===== config.mk =====
export PLATFORM = sky130hd
export DESIGN_NAME = softmax_denom_accum
export DESIGN_NICKNAME = d
export VERILOG_FILES = /design/src/rtl/softmax_pkg.sv /design/src/rtl/sat_accum_lane.sv /design/src/rtl/softmax_denom_accum.sv
export SDC_FILE = /design/constraint.sdc
export NUM_CORES = 2
export LEC_CHECK = 0
export ABC_CLOCK_PERIOD_IN_PS = 4300
export BUFFER_PORTS_ARGS = -buffer_cell sky130_fd_sc_hd__buf_2
export CAP_MARGIN = 20
export CORE_ASPECT_RATIO = 0.8
export CORE_UTILIZATION = 58
export CTS_CLUSTER_SIZE = 28
export DETAILED_ROUTE_END_ITERATION = 8
export HOLD_SLACK_MARGIN = 0.06
export PLACE_DENSITY = 0.81
export SKIP_LAST_GASP = 1
export SLEW_MARGIN = 30
export SYNTH_ARGS = -nofsm -noshare
export SYNTH_HDL_FRONTEND = slang
export SYNTH_SLANG_ARGS = --single-unit
export TNS_END_PERCENT = 10

===== constraint.sdc =====
create_clock -name clk -period 4.3 [get_ports clk]
set_input_delay 0.86 -clock clk [delete_from_list [all_inputs] [get_ports clk]]
set_output_delay 0.86 -clock clk [all_outputs]
set_load 0.05 [all_outputs]

===== src/rtl/softmax_pkg.sv =====
// Shared widths, element types and FSM encoding for the softmax denominator path.
package softmax_pkg;

  localparam int LANES_DEF   = 16;
  localparam int EXP_W_DEF   = 16;
  localparam int DENOM_W_DEF = 18;

  typedef logic [EXP_W_DEF-1:0]   exp_t;
  typedef logic [DENOM_W_DEF-1:0] denom_t;

  typedef enum logic {
    ACCUM,
    HOLD
  } acc_state_e;

endpackage


===== src/rtl/sat_accum_lane.sv =====
// One lane of the denominator: saturating running sum with a sticky overflow flag.
module sat_accum_lane #(
  parameter int EXP_W   = 16,
  parameter int DENOM_W = 18
) (
  input  logic               clk,
  input  logic               rst_n,
  input  logic               add,
  input  logic               clear,
  input  logic [EXP_W-1:0]   exp_in,
  output logic [DENOM_W-1:0] sum,
  output logic               sat
);

  logic [DENOM_W-1:0] acc;
  logic               sat_q;
  logic [DENOM_W:0]   wide;

  // sum/sat are the values this lane would hold after accepting exp_in,
  // so the top can capture a row's final result on its last beat.
  always_comb begin
    wide = {1'b0, acc} + (DENOM_W+1)'(exp_in);
    sat  = sat_q | wide[DENOM_W];
    sum  = sat ? '1 : wide[DENOM_W-1:0];
  end

  always_ff @(posedge clk or negedge rst_n) begin
    if (!rst_n) begin
      acc   <= '0;
      sat_q <= 1'b0;
    end else if (clear) begin
      acc   <= '0;
      sat_q <= 1'b0;
    end else if (add) begin
      acc   <= sum;
      sat_q <= sat;
    end
  end

endmodule


===== src/rtl/softmax_denom_accum.sv =====
// Sums exponent beats per row across LANES lanes and holds the denominators
// until the reciprocal stage takes them.
module softmax_denom_accum
  import softmax_pkg::*;
#(
  parameter int LANES   = LANES_DEF,
  parameter int COLS    = 16,
  parameter int EXP_W   = EXP_W_DEF,
  parameter int DENOM_W = DENOM_W_DEF
) (
  input  logic                     clk,
  input  logic                     rst_n,
  input  logic                     i_exp_valid,
  output logic                     o_exp_ready,
  input  logic [LANES*EXP_W-1:0]   i_exp,
  input  logic                     i_exp_last,
  output logic                     o_denom_valid,
  input  logic                     i_denom_ready,
  output logic [LANES*DENOM_W-1:0] o_denom,
  output logic [LANES-1:0]         o_sat,
  output logic [LANES-1:0]         o_zero,
  output logic                     o_last_err
);

  localparam int CNT_W = $clog2(COLS);

  acc_state_e               state;
  logic [CNT_W-1:0]         beat_cnt;
  logic                     accept;
  logic                     final_beat;
  logic [LANES*DENOM_W-1:0] sum_next;
  logic [LANES-1:0]         sat_next;

  assign accept     = i_exp_valid && o_exp_ready;
  assign final_beat = (beat_cnt == CNT_W'(COLS-1));

  for (genvar k = 0; k < LANES; k++) begin : g_lane
    sat_accum_lane #(
      .EXP_W   (EXP_W),
      .DENOM_W (DENOM_W)
    ) u_lane (
      .clk    (clk),
      .rst_n  (rst_n),
      .add    (accept),
      .clear  (accept && final_beat),
      .exp_in (i_exp[k*EXP_W +: EXP_W]),
      .sum    (sum_next[k*DENOM_W +: DENOM_W]),
      .sat    (sat_next[k])
    );
  end

  // The beat counter alone ends a row; i_exp_last only feeds the sticky error.
  // A zero sum is bumped to 1 LSB so the reciprocal never sees a divide-by-zero.
  always_ff @(posedge clk or negedge rst_n) begin
    if (!rst_n) begin
      state         <= ACCUM;
      beat_cnt      <= '0;
      o_exp_ready   <= 1'b1;
      o_denom_valid <= 1'b0;
      o_denom       <= '0;
      o_sat         <= '0;
      o_zero        <= '0;
      o_last_err    <= 1'b0;
    end else begin
      case (state)
        ACCUM: begin
          if (accept) begin
            if (i_exp_last != final_beat) o_last_err <= 1'b1;
            if (final_beat) begin
              beat_cnt      <= '0;
              state         <= HOLD;
              o_exp_ready   <= 1'b0;
              o_denom_valid <= 1'b1;
              o_sat         <= sat_next;
              for (int k = 0; k < LANES; k++) begin
                if (sum_next[k*DENOM_W +: DENOM_W] == '0) begin
                  o_denom[k*DENOM_W +: DENOM_W] <= DENOM_W'(1);
                  o_zero[k]                     <= 1'b1;
                end else begin
                  o_denom[k*DENOM_W +: DENOM_W] <= sum_next[k*DENOM_W +: DENOM_W];
                  o_zero[k]                     <= 1'b0;
                end
              end
            end else begin
              beat_cnt <= beat_cnt + 1'b1;
            end
          end
        end
        HOLD: begin
          if (i_denom_ready) begin
            state         <= ACCUM;
            o_denom_valid <= 1'b0;
            o_exp_ready   <= 1'b1;
          end
        end
        default: state <= ACCUM;
      endcase
    end
  end

endmodule


==> flow_results.org <==
** Outcome
- The run finished with clean final reports.

** Global route
- The number of global-route vias before repair is 33900.
- Across every metal layer, demand over resource in global routing totals 34.5%.
- The first global-routing pass estimated 186 mm of wire.
- Entering global routing, the biggest net connects 187 pins.
- The number of antenna violations at the first check in global routing came to 33.
- GR Overflow Total :: 0

** CTS
- Total of cells resized after clock tree synthesis :: 0
- Counting the buffers created by CTS gives 68.
- The clock reaches the later pin of the worst-skew pair after 0.61 ns.
- Number of levels in the clock H-tree :: 3
- Sink Count :: 632
- In this run the clock root is driven by a sky130_fd_sc_hd__clkbuf_16.
- After clock tree synthesis, the clock-pin slew on the worst setup and hold paths is 0.07 ns.
- TritonCTS built the clock tree.
- For this design, the CTS-stage hold fixing added 0 buffers.
- Postcts setup bufs :: 0
- No sink is reached through more buffers than the 3 on the longest clock path.

** Pwr
- Worst vdd ir :: 0.560 mV
- Total power :: 41.2 mW
- The analysis attributes to cell leakage a power of 22.4 nW.
- Power per Cell Area :: 916 nW/um2

** Layout
- Layout overhead on the synthesized area :: 16.9%
- For this run, the share of the core covered by cells in the final layout is 68.5%.
- Proportion of layout cells with a drive suffix above 1 :: 16.6%
- Total area of multi-input combinational cells :: 21500 um2
- Area used by sequential logic in the layout :: 15800 um2
- Layout Nets :: 5493
- The layout has 5352 filler cells.
- The count of cells in the finished layout, fillers not included, comes to 5897.

** Placed design
- The congestion estimate from routability-driven global placement came to 0.960.
- In this run, placement finished with an instance count of 5748.
- In this run the tool buffered the top-level ports with 583 buffer cells.
- HPWL after DPL :: 87.4 mm

** Yosys
- After synthesis the netlist holds a flip-flop and latch count of 632.
- Post-synthesis instance area :: 38400 um2
- Cell types with the largest area share after synthesis :: sky130_fd_sc_hd__dfrtp_1, sky130_fd_sc_hd__ha_1, sky130_fd_sc_hd__o21ai_0, sky130_fd_sc_hd__nand2_1, sky130_fd_sc_hd__nor2_1
- Commonest cells in the netlist :: sky130_fd_sc_hd__dfrtp_1, sky130_fd_sc_hd__nand2_1, sky130_fd_sc_hd__o21ai_0
- Counting flops with an async set or reset pin after synthesis yields a share of 100%.
- For this run, the leading register cell type out of synthesis is sky130_fd_sc_hd__dfrtp_1.
- Of all cell types, the one taking the most synthesized area is sky130_fd_sc_hd__dfrtp_1.
- After synthesis, the largest area contributor takes up 41.1% of total cell area.
- The number of nets in the synthesized netlist is 4964.
- Synthesis produced 4430 cells.
- In this run the mean area of a mapped cell was 8.68 um2.
- The netlist uses 83 different library cells.
- Most frequent cell after synthesis :: sky130_fd_sc_hd__dfrtp_1
- Yosys mapped a number of flops with a built-in enable equal to 0.
- Portion of the post-synthesis area used by sequential elements :: 41.1%
- Warning count from the yosys run :: 0

** Detailed routing
- Via density per instance :: 6.12
- For this run, the detailed router's first-pass iteration total came to 6.
- Across all layers, the routed design uses 36100 vias.
- For this block, the routed nets add up to 119 mm of wire.
- Number of remaining DRC errors :: 0
- Routed Antenna Nets :: 0
- Number of DRC markers in iteration 0 :: 3125
- After detailed routing, the average wire length per cell comes to 20.2 um.

** Floorplan
- Measured along the y axis, the die boundary spans 232 um.
- Initial cell density of the core :: 58.6%
- Chip width :: 290 um
- The region available for standard cell placement spans 65600 um2.
- 584 I/O pins were placed.
- Number of core rows :: 84
- Overall die area :: 67300 um2

** Timing
- For the pin with the worst max-slew slack, the measured transition is 0.933 ns.
- Final setup violation count :: 0
- Hold is met by 0.346 ns.
- Clock tree skew after final layout :: 0.0194 ns
- The worst path needs 3.68 ns of the cycle, external delays included.
- Setup_tns :: 0 ns
- Setup repair after global routing missed its margin :: false
- The number of max-slew violations in the final report was 0.
- For this run, the top clock speed supported by timing is 0.272 GHz.
- The worst path uses 85.6% of the clock period.
- Final number of hold-violating endpoints :: 0
- In this run the tightest slew margin relative to its limit is 37.8%.

** Hold path
- Type of the most critical hold path :: primary input to async pin

** Worst setup path
- For this design, the slowest cell found on the critical path is sky130_fd_sc_hd__or4b_1.
- Largest driver fanout on the critical path :: 4
- STA puts the critical path data arrival time at 4.20 ns.
- Crit path required time :: 4.82 ns
- Critical path class :: flip-flop to flip-flop
- Category of the worst setup path launch point :: flip-flop
- The largest single stage delay on the critical path is 0.50 ns.
- Crit. End Element :: flip-flop
- The critical path goes through ha_1 -> inv_1 -> fa_1 -> nor2b_1 -> o31a_1 -> o211ai_1 -> and4_1 -> a211o_1 -> or4b_1 -> or4b_1 -> or4_1 -> o211ai_1.

** Run
- Across the run, the number of max-cap violations was 0.
state kept, by name, summed over array words and instances (netlist names):
register	count
beat_cnt	4
g_lane.u_lane.acc	288
g_lane.u_lane.sat_q	16
o_denom	288
o_denom_valid	1
o_exp_ready	1
o_last_err	1
o_sat	16
o_zero	16
state	1
logic make-up (layout without fill, tap and decap cells):
logic type                 after synthesis  after routing  synth area share (%)
AOI/OAI and AO/OA                     1466           1466                  23.4
xor gates and xnor gates               185            185                  4.21
adders and majority gates              273            273                  9.20
buffers and inverters                  301            880                  2.94
DFF                                    632            632                  41.1
muxes                                   14             14                 0.381
other                                    0             28                     0
and+or+nand+nor                       1559           1559                  18.7
final cells by class:
class,count,area share (%)
multi-input combinational,3497,47.9
antenna,28,0.156
clock inverter,28,0.972
sequential,632,35.2
tap,860,2.39
clock buffer,92,4.29
timing repair buffer,661,8.24
inverter,99,0.827
per-layer routing:
layer	GRT usage [%]	share of wire [%]	routed length, um
met1	48.3	44	52500
met2	53.1	45	53200
met3	6.74	7.6	9060
met4	13.1	3.6	4290
met5	0	0.071	85
layout by cell type (no fill, tap or decap), types with 38 or more instances in the layout:
cell type,netlist,routed
sky130_fd_sc_hd__dfrtp_1,631,631
sky130_fd_sc_hd__nand2_1,617,614
sky130_fd_sc_hd__buf_2,1,582
sky130_fd_sc_hd__o21ai_0,551,551
sky130_fd_sc_hd__nor2_1,424,423
sky130_fd_sc_hd__a21oi_1,291,291
sky130_fd_sc_hd__ha_1,257,257
sky130_fd_sc_hd__a21o_1,139,139
sky130_fd_sc_hd__a31oi_1,104,104
sky130_fd_sc_hd__xnor2_1,103,103
sky130_fd_sc_hd__inv_1,99,99
sky130_fd_sc_hd__xor2_1,82,82
sky130_fd_sc_hd__nor3_1,77,76
sky130_fd_sc_hd__clkbuf_16,0,71
sky130_fd_sc_hd__nand3_1,68,68
sky130_fd_sc_hd__buf_4,0,64
sky130_fd_sc_hd__o21a_1,58,58
sky130_fd_sc_hd__a211oi_1,49,49
sky130_fd_sc_hd__nand4_1,45,45
sky130_fd_sc_hd__nand2b_1,40,40
sky130_fd_sc_hd__and2_1,39,38
power by group:
group / switching, mW / internal, mW
sequential: 1.71 / 8.52
clock: 2.54 / 3.81
combinational: 16.5 / 8.12
worst max-delay path, delay by kind of cell, from the launching register on:
family	cells	cell delay [ns]
AOI/OAI and AO/OA	4	0.75
adders and majority gates	2	0.60
buffers and inverters	1	0.06
DFF	1	0.38
and+or+nand+nor	5	1.79
final timing paths:
path / slack, ns / cells after the start / endpoint / start
setup / recovery: 0.62 / 12 / o_denom[54]$_DFFE_PN0P_ / g_lane[3].u_lane.acc[0]$_DFFE_PN0P_
hold / removal: 0.35 / 1 / o_denom[90]$_DFFE_PN0P_ / rst_n
setup reg to reg: 0.62 / 12 / o_denom[54]$_DFFE_PN0P_ / g_lane[3].u_lane.acc[0]$_DFFE_PN0P_
hold reg to reg: 0.45 / 1 / o_last_err$_DFFE_PN0P_ / o_last_err$_DFFE_PN0P_
max in group asynchronous: 3.00 / 2 / o_denom[4]$_DFFE_PN0P_ / rst_n
min in group clk: 0.45 / 2 / state$_DFF_PN0_ / i_denom_ready
metrics by stage:
stage,setup slack [ns],instance area (um2)
final,0.621,44900
after global routing,0.405,44900
after CTS,0.643,44800
after detailed placement,0.0954,42500
after global placement,0.113,42400
after floorplan,0.400,38400
No activity file was read; power rests on OpenSTA's default activity.
